### config.mk
export PLATFORM = sky130hd
export DESIGN_NAME = spi_slave_regfile
export DESIGN_NICKNAME = d
export VERILOG_FILES = /design/src/rtl/spi_slave_regfile_pkg.sv /design/src/rtl/spi_slave_regfile_sync_edge.sv /design/src/rtl/spi_slave_regfile.sv
export SDC_FILE = /design/constraint.sdc
export NUM_CORES = 1
export LEC_CHECK = 0
export CAP_MARGIN = 25
export CORE_MARGIN = 1
export CORE_UTILIZATION = 45
export DETAILED_ROUTE_END_ITERATION = 10
export GPL_TIMING_DRIVEN = 0
export HOLD_SLACK_MARGIN = 0.1
export SLEW_MARGIN = 10
export SYNTH_ARGS = -nofsm -noshare
export SYNTH_HDL_FRONTEND = slang
export SYNTH_HIERARCHICAL = 1
export SYNTH_SLANG_ARGS = --single-unit
### constraint.sdc
create_clock -name CLOCK -period 6 [get_ports CLOCK]
set_input_delay 1.2 -clock CLOCK [delete_from_list [all_inputs] [get_ports CLOCK]]
set_output_delay 1.2 -clock CLOCK [all_outputs]
set_load 0.02 [all_outputs]
### src/rtl/spi_slave_regfile_pkg.sv
// Shared command encodings and FSM state type for the SPI register-file responder.
package spi_pkg;

    localparam logic CMD_WR = 1'b1;
    localparam logic CMD_RD = 1'b0;

    typedef enum logic [2:0] {IDLE, CMD, ADDR, DATA, DONE} state_t;

endpackage

### src/rtl/spi_slave_regfile_sync_edge.sv
// Two-flop synchroniser for an asynchronous input with a third flop for edge detection.
module spi_sync_edge (
    input  logic CLOCK,
    input  logic RESET_N,
    input  logic din,
    output logic level,
    output logic rise,
    output logic fall
);

    // [0],[1] synchronise; [2] holds the previous synchronised level
    logic [2:0] sync_q;

    always_ff @(posedge CLOCK or negedge RESET_N) begin
        if (!RESET_N) begin
            sync_q <= '0;
        end else begin
            sync_q <= {sync_q[1:0], din};
        end
    end

    assign level = sync_q[1];
    assign rise  = sync_q[1] & ~sync_q[2];
    assign fall  = ~sync_q[1] & sync_q[2];

endmodule

### src/rtl/spi_slave_regfile.sv
// Oversampled mode-0 SPI responder backed by a 2^A x D register file.
// Optional macro SPI_SLAVE_MISO_TRISTATE_EN releases MISO while SS is high.
module spi_slave_regfile
    import spi_pkg::*;
#(
    parameter int unsigned D = 8,
    parameter int unsigned A = 4
) (
    input  logic         CLOCK,
    input  logic         RESET_N,
    input  logic         SS,
    input  logic         SCLK,
    input  logic         MOSI,
    output logic         MISO,
    output logic         WR_STB,
    output logic [A-1:0] WR_ADDR,
    output logic [D-1:0] WR_DATA,
    output logic         FRAME_ERR,
    input  logic [A-1:0] LOC_ADDR,
    output logic [D-1:0] LOC_DATAO
);

    localparam int unsigned   CW        = $clog2((A > D) ? A : D) + 1;
    localparam logic [CW-1:0] ADDR_LAST = CW'(A - 1);
    localparam logic [CW-1:0] DATA_LAST = CW'(D - 1);
    localparam int unsigned   DEPTH     = 2 ** A;

    logic ss_lvl, ss_rise, ss_fall;
    logic sclk_rise, sclk_fall, sclk_lvl_unused;
    logic mosi_lvl, mosi_rise_unused, mosi_fall_unused;

    spi_sync_edge u_sync_ss (
        .CLOCK   (CLOCK),
        .RESET_N (RESET_N),
        .din     (SS),
        .level   (ss_lvl),
        .rise    (ss_rise),
        .fall    (ss_fall)
    );

    spi_sync_edge u_sync_sclk (
        .CLOCK   (CLOCK),
        .RESET_N (RESET_N),
        .din     (SCLK),
        .level   (sclk_lvl_unused),
        .rise    (sclk_rise),
        .fall    (sclk_fall)
    );

    spi_sync_edge u_sync_mosi (
        .CLOCK   (CLOCK),
        .RESET_N (RESET_N),
        .din     (MOSI),
        .level   (mosi_lvl),
        .rise    (mosi_rise_unused),
        .fall    (mosi_fall_unused)
    );

    state_t        state_q, state_d;
    logic [CW-1:0] cnt_q, cnt_init;
    logic          cnt_zero, cnt_load, cnt_dec;
    logic          armed_q, cmd_q, miso_q;
    logic [A-1:0]  addr_q, rd_addr;
    logic [D-2:0]  data_q;
    logic [D-1:0]  shout_q, rd_word;
    logic          wr_stb_q, frame_err_q;
    logic [A-1:0]  wr_addr_q;
    logic [D-1:0]  wr_data_q;
    logic [D-1:0]  regs_q [DEPTH];

    logic start, abort, commit, latch_cmd, shift_addr, shift_data, load_out, shift_out;

    assign cnt_zero = (cnt_q == '0);
    // Address including the bit arriving on the final address rise
    assign rd_addr  = A'({addr_q, mosi_lvl});
    assign rd_word  = regs_q[rd_addr];

    always_ff @(posedge CLOCK or negedge RESET_N) begin
        if (!RESET_N) begin
            state_q <= IDLE;
        end else begin
            state_q <= state_d;
        end
    end

    always_comb begin
        state_d = state_q;
        unique case (state_q)
            IDLE: if (ss_fall && armed_q) state_d = CMD;
            CMD: begin
                if (ss_rise)        state_d = IDLE;
                else if (sclk_rise) state_d = ADDR;
            end
            ADDR: begin
                if (ss_rise)                    state_d = IDLE;
                else if (sclk_rise && cnt_zero) state_d = DATA;
            end
            DATA: begin
                if (ss_rise)                    state_d = IDLE;
                else if (sclk_rise && cnt_zero) state_d = DONE;
            end
            DONE: if (ss_rise) state_d = IDLE;
            default: state_d = IDLE;
        endcase
    end

    always_comb begin
        start      = 1'b0;
        abort      = 1'b0;
        commit     = 1'b0;
        latch_cmd  = 1'b0;
        shift_addr = 1'b0;
        shift_data = 1'b0;
        load_out   = 1'b0;
        shift_out  = 1'b0;
        cnt_load   = 1'b0;
        cnt_dec    = 1'b0;
        cnt_init   = '0;
        unique case (state_q)
            IDLE: begin
                start    = ss_fall && armed_q;
                cnt_load = ss_fall && armed_q;
            end
            CMD: begin
                abort = ss_rise;
                if (!ss_rise && sclk_rise) begin
                    latch_cmd = 1'b1;
                    cnt_load  = 1'b1;
                    cnt_init  = ADDR_LAST;
                end
            end
            ADDR: begin
                abort = ss_rise;
                if (!ss_rise && sclk_rise) begin
                    shift_addr = 1'b1;
                    if (cnt_zero) begin
                        cnt_load = 1'b1;
                        cnt_init = DATA_LAST;
                        load_out = (cmd_q == CMD_RD);
                    end else begin
                        cnt_dec = 1'b1;
                    end
                end
            end
            DATA: begin
                abort = ss_rise;
                if (!ss_rise) begin
                    if (sclk_rise) begin
                        shift_data = 1'b1;
                        commit     = cnt_zero && (cmd_q == CMD_WR);
                        cnt_dec    = !cnt_zero;
                    end
                    // The fall ahead of the first data rise keeps the preloaded MSB
                    shift_out = sclk_fall && (cmd_q == CMD_RD) && (cnt_q != DATA_LAST);
                end
            end
            DONE: ;
            default: ;
        endcase
    end

    always_ff @(posedge CLOCK or negedge RESET_N) begin
        if (!RESET_N) begin
            cnt_q       <= '0;
            armed_q     <= 1'b0;
            cmd_q       <= CMD_RD;
            addr_q      <= '0;
            data_q      <= '0;
            shout_q     <= '0;
            miso_q      <= 1'b0;
            wr_stb_q    <= 1'b0;
            frame_err_q <= 1'b0;
            wr_addr_q   <= '0;
            wr_data_q   <= '0;
        end else begin
            wr_stb_q    <= commit;
            frame_err_q <= abort;
            if (commit) begin
                wr_addr_q <= addr_q;
                wr_data_q <= {data_q, mosi_lvl};
            end
            if (ss_rise)    armed_q <= 1'b1;
            else if (start) armed_q <= 1'b0;
            if (cnt_load)     cnt_q <= cnt_init;
            else if (cnt_dec) cnt_q <= cnt_q - CW'(1);
            if (latch_cmd)  cmd_q  <= mosi_lvl;
            if (shift_addr) addr_q <= A'({addr_q, mosi_lvl});
            if (shift_data) data_q <= (D-1)'({data_q, mosi_lvl});
            if (load_out)       shout_q <= rd_word;
            else if (shift_out) shout_q <= shout_q << 1;
            if (ss_rise || state_q == IDLE) miso_q <= 1'b0;
            else if (load_out)              miso_q <= rd_word[D-1];
            else if (shift_out)             miso_q <= shout_q[D-2];
        end
    end

    // Array is written one cycle after the strobe appears on the write port
    always_ff @(posedge CLOCK or negedge RESET_N) begin
        if (!RESET_N) begin
            for (int i = 0; i < int'(DEPTH); i++) regs_q[i] <= '0;
        end else if (wr_stb_q) begin
            regs_q[wr_addr_q] <= wr_data_q;
        end
    end

    assign WR_STB    = wr_stb_q;
    assign WR_ADDR   = wr_addr_q;
    assign WR_DATA   = wr_data_q;
    assign FRAME_ERR = frame_err_q;
    assign LOC_DATAO = regs_q[LOC_ADDR];

`ifdef SPI_SLAVE_MISO_TRISTATE_EN
    assign MISO = ss_lvl ? 1'bz : miso_q;
`else
    logic ss_lvl_unused;
    assign ss_lvl_unused = ss_lvl;
    assign MISO          = miso_q;
`endif

endmodule

==> results of run 1 <==
==> routing by layer <==
| metal | up-vias | global-route usage, % | part of all wire [%] |
|---|---|---|---|
| met1 | 3018 | 35.1 | 43 |
| met3 | 56 | 4.97 | 5.9 |
| met4 | 0 | 10.9 | 3.1 |
| met2 | 188 | 39.8 | 48 |
| li1 | 2367 | - | - |
| met5 | - | 0 | 0 |
==> how the worst max path moves through the flow <==
stage	end	slack, ps	start
CTS	LOC_DATAO[7]	740	LOC_ADDR[1]
global route	LOC_DATAO[7]	690	LOC_ADDR[1]
floorplan	LOC_DATAO[5]	2020	LOC_ADDR[0]
global placement	regs_q[36]	-3580	RESET_N
finish	LOC_DATAO[7]	690	LOC_ADDR[1]
detailed placement	LOC_DATAO[7]	730	LOC_ADDR[1]
==> report_power, final <==
part	internal, W	leakage, nW	switching (W)
clock	0.000688	0.304	0.000506
combinational	0.000196	1.85	0.000268
sequential	0.00125	2.45	0.0000490
==> worst register-to-register path, delay by kind of cell, from the launching register on <==
family | cells | cell delay, ps
adders and majority gates | 1 | 270
AOI/OAI and AO/OA | 2 | 700
DFF | 1 | 400
and+or+nand+nor | 2 | 900
buffers and inverters | 1 | 100
==> flip-flops by register name, indices dropped and copies added (netlist names), 3 cells and up <==
name and count:
state_q 3, u_sync_sclk/sync_q 3, regs_q 128, addr_q 4, cnt_q 4, data_q 7, WR_ADDR 4, u_sync_ss/sync_q 3
shout_q 7, WR_DATA 8
==> layout make-up <==
class                   count  area [sq um]  area share [%]
repair buffers             36           392            3.78
plain buffers              44           226            2.18
well taps                 265           332            3.20
clock buffers              20           457            4.40
multi-input cells         358          4330            41.8
flip-flops and latches    178          4450            42.9
inverters                   4          15.0           0.145
clock inverters            12           166            1.60
==> stage by stage <==
stage / area, sq um / setup WS (ps) / hold slack [ps] / TNS, ps
floorplan: 9020 / 2020 / 331 / 0
global placement: 9630 / -3580 / 332 / -634590
detailed placement: 9750 / 734 / 336 / 0
CTS: 10400 / 738 / 352 / 0
global route: 10400 / 691 / 355 / 0
finish: 10400 / 694 / 351 / 0
==> flow_summary.json, run 1 <==
{
  "hp-start": "u_sync_mosi/sync_q[0]",
  "powerDensity_nw_per_um2": 285,
  "first_pass_iters": 5,
  "grt_max_degree": 97,
  "fin_total_pwr_w": 0.00296,
  "coreArea_sq_um": 19500,
  "worstReg2RegStart": "cnt_q[0]",
  "grt_pass1_wl_um": 36900,
  "die_area_sq_um": 20600,
  "ir_drop_v": 0.000230,
  "whs_path_depth": 0,
  "drt_iter0_drc": 477,
  "gp_congestion": 0.846,
  "dp.cells": 885,
  "cts_hold_buf": 0,
  "port_buffers": 28,
  "vias": 5629,
  "max_stage_delay_ps": 840,
  "slew_violations": 0,
  "p_leak_nw": 4.61,
  "timing.fmax_ghz": 0.188,
  "utilization_pct": 53.1,
  "worst_skew_pair.late_latency_ps": 440,
  "worstPathMaxFanout": 10,
  "wl_per_cell_um": 26.6,
  "antenna_found_initial": 0,
  "rsz0062_at_grt": "no",
  "status": "finished, final reports clean",
  "cts_max_level": 4,
  "syn-num-nets": 595,
  "final_common_cell": "dfrtp_1",
  "hold-path-endpoint": "u_sync_mosi/sync_q[1]",
  "ys_warn_count": 6,
  "finalCriticalPeriod_ps": 5310,
  "post-cts-setup-buffers": 0,
  "cts_tree": "yes",
  "grt_pass1_vias": 5772,
  "fin_skew_ps": 9.27,
  "track_usage_pct": 25.6,
  "cts_sinks": 178,
  "netlist_area_sq_um": 9020,
  "fillers": 1634,
  "max_cap_violations": 0,
  "die_h_um": 144,
  "final_nets": 650,
  "final_cells": 917,
  "arrival_ps": 4110,
  "r2r-end": "MISO",
  "design.portCount": 32,
  "hold_viol": 0,
  "ant_nets": 0,
  "post-route-period-util_pct": 88.4,
  "drive_gt1_share_pct": 45.2,
  "syn_to_final_growth_pct": 15.0,
  "r2r_slack_ps": 3480,
  "diodes": 0,
  "viasPerCell": 6.14,
  "wirelength_um": 24400,
  "die_width_um": 144,
  "path_class": "primary input to output pin",
  "final_cell_mix": "178 x dfrtp_1, 152 x mux2_2, 58 x mux4_2, 27 x clkdlybuf4s50_1, 22 x clkbuf_1",
  "clkTransAtPathRegs_ps": 70,
  "synth_cells": 584,
  "max-clock-path-buffers": 2,
  "setup-violations-final": 0,
  "drc": 0,
  "start_util_pct": 46.2,
  "crit_buf_inv": 3,
  "r2r_cells": 6,
  "slowest_stage": "clkbuf_1",
  "cts_resized": 0,
  "cp-start-kind": "primary input",
  "hpwl_um": 16300,
  "numCtsBuffers": 17,
  "worst_hold_path_type": "flip-flop to flip-flop",
  "avgSynthCellArea_sq_um": 15.4,
  "crit_path_end_kind": "output pin",
  "clock-root-buffer": "clkbuf_16",
  "path_delay_family": "buffers and inverters",
  "crit_required_ps": 4800,
  "tightest_slew_ps": 1090,
  "rows": 51,
  "grt-ovfl-total": 0,
  "crit_chain": "clkdlybuf4s50_1, clkbuf_1, mux4_2, mux4_2, clkdlybuf4s50_1",
  "path_depth": 5,
  "relSlewSlack_pct": 27.6
}
Note: power is estimated with default switching activity, not from simulation.
==> inputs of run 2 (changes only) <==
- GPL_TIMING_DRIVEN: 0 -> 1
==> flow_summary.json, run 2 (synthesis results as in run 1) <==
{
  "crit_required_ps": 4800,
  "setup_tns_ps": 0,
  "die_width_um": 144,
  "worst_hold_path_type": "flip-flop to flip-flop",
  "track_usage_pct": 23.5,
  "hpwl_um": 14200,
  "final_common_cell": "dfrtp_1",
  "cts_resized": 0,
  "wl_per_cell_um": 24.9,
  "clkPwrFrac_pct": 38.8,
  "final_nets": 620,
  "cts_tree": "yes",
  "sequentialPowerShare_pct": 47.8,
  "post-route-period-util_pct": 78.8,
  "timing.fmax_ghz": 0.212,
  "start_util_pct": 46.2,
  "setup-violations-final": 0,
  "regMostFlops": "regs_q",
  "max-clock-path-buffers": 2,
  "diodes": 0,
  "drive_gt1_share_pct": 46.5,
  "grt-ovfl-total": 0,
  "ir_drop_v": 0.000180,
  "arrival_ps": 3530,
  "clock-root-buffer": "clkbuf_16",
  "coreArea_sq_um": 19500,
  "p_int_w": 0.00201,
  "die_h_um": 144,
  "cts_sinks": 178,
  "power_switching_w": 0.000783,
  "rsz0062_at_grt": "no",
  "finalCriticalPeriod_ps": 4730,
  "max_cap_violations": 0,
  "post-cts-setup-buffers": 0,
  "cp-start-kind": "primary input",
  "status": "finished, final reports clean",
  "viasPerCell": 6.13,
  "sw_frac_of_total_pct": 28.0,
  "post-place-ws_ps": 1290,
  "power_frac_comb_pct": 13.3,
  "path_delay_family": "buffers and inverters",
  "grt_max_degree": 84,
  "grt_pass1_wl_um": 34500,
  "hold_viol": 0,
  "relSlewSlack_pct": 43.8,
  "setup_slack_ps": 1270,
  "max_stage_delay_ps": 570,
  "slew_violations": 0,
  "fin_area_sq_um": 10200,
  "worstReg2RegStart": "addr_q[1]",
  "r2r-end": "MISO",
  "numCtsBuffers": 17,
  "crit_chain": "clkdlybuf4s50_1, buf_4, mux4_2, mux4_2, clkdlybuf4s50_1",
  "vias": 5438,
  "crit_path_start": "LOC_ADDR[1]",
  "syn_to_final_growth_pct": 12.6,
  "cts_hold_buf": 0,
  "final_cell_mix": "176 x dfrtp_1, 152 x mux2_2, 58 x mux4_2, 29 x clkdlybuf4s50_1, 20 x nor2_1",
  "die_area_sq_um": 20600,
  "slowest_stage": "clkdlybuf4s50_1",
  "p_leak_nw": 4.51,
  "design.portCount": 32,
  "drt_iter0_drc": 417,
  "tightest_slew_ps": 842,
  "port_buffers": 31,
  "worst_skew_pair.late_latency_ps": 430,
  "cts_max_level": 4,
  "path_class": "primary input to output pin",
  "powerDensity_nw_per_um2": 275,
  "antenna_found_initial": 0,
  "r2r_cells": 5,
  "drc": 0,
  "crit_buf_inv": 3,
  "cp-endpoint": "LOC_DATAO[7]",
  "grt_pass1_vias": 5641,
  "first_pass_iters": 6,
  "clkTransAtPathRegs_ps": 70,
  "dpl_cell_area_sq_um": 9580,
  "whs_path_depth": 0,
  "ant_nets": 0,
  "fin_skew_ps": 12.5,
  "crit_path_end_kind": "output pin",
  "r2r_slack_ps": 3330,
  "largest_register_ffs": 128,
  "rows": 51,
  "worstPathMaxFanout": 32,
  "path_depth": 5,
  "wirelength_um": 22100,
  "gp_congestion": 0.808
}
-- run 2: cell count changes in the layout (fill, tap and decap cells not counted), moves of 3 or more --
| cell | delta |
|---|---|
| clkbuf_1 | -22 |
| buf_4 | +16 |
| buf_2 | -11 |
| buf_6 | -7 |
| buf_1 | -4 |
| nor2_1 | +3 |
| nor2_2 | -3 |
-- run 2: worst min path at each step --
stage                       endpoint                   from
2_1_floorplan  u_sync_mosi/sync_q[1]  u_sync_mosi/sync_q[0]
3_3_place_gp     u_sync_ss/sync_q[1]    u_sync_ss/sync_q[0]
3_5_place_dp   u_sync_sclk/sync_q[1]  u_sync_sclk/sync_q[0]
4_1_cts        u_sync_sclk/sync_q[1]  u_sync_sclk/sync_q[0]
5_1_grt        u_sync_mosi/sync_q[1]  u_sync_mosi/sync_q[0]
6_report       u_sync_mosi/sync_q[1]  u_sync_mosi/sync_q[0]
-- run 2: area by class of cell --
| type | count | area [sq um] |
|---|---|---|
| fillers | 1655 | 9370 |
| multi-input cells | 358 | 4320 |
| clock inverters | 15 | 146 |
| flip-flops and latches | 178 | 4460 |
| repair buffers | 50 | 457 |
| well taps | 265 | 332 |
| inverters | 4 | 15.0 |
| clock buffers | 17 | 425 |
-- run 2: layer usage --
layer / vias to the layer above / share of wire [%] / global-route usage [%]
met5: - / 0 / 0
met4: 0 / 2.9 / 9.46
met3: 39 / 5.7 / 4.73
met2: 175 / 49 / 37.6
met1: 2925 / 42 / 31.4
li1: 2299 / - / -
-- run 2: through the flow --
step / total power (W) / instances / util [%] / hold slack [ps]
6_report: 0.00279 / 887 / 52.0 / 351
2_1_floorplan: 0.00163 / 584 / - / 331
4_1_cts: 0.00282 / 887 / 52.0 / 353
3_5_place_dp: 0.00173 / 855 / 49.1 / 337
3_3_place_gp: 0.00172 / 853 / 49.0 / 332
5_1_grt: 0.00291 / 887 / 52.0 / 357
-- run 2: power groups by stage --
stage | logic, W | registers (W) | clock network (W)
after floorplan | 0.000324 | 0.00131 | 0
after global placement | 0.000369 | 0.00135 | 0
after detailed placement | 0.000377 | 0.00136 | 0
after CTS | 0.000379 | 0.00133 | 0.00111
after global routing | 0.000408 | 0.00134 | 0.00116
final | 0.000373 | 0.00133 | 0.00108
-- run 2: worst register-to-register path, stage by stage (launching register included) --
cell       delay (ps)
dfrtp_2           730
buf_4             430
mux4_2            540
nor2b_1           140
a2111oi_0         590
a311oi_1          100
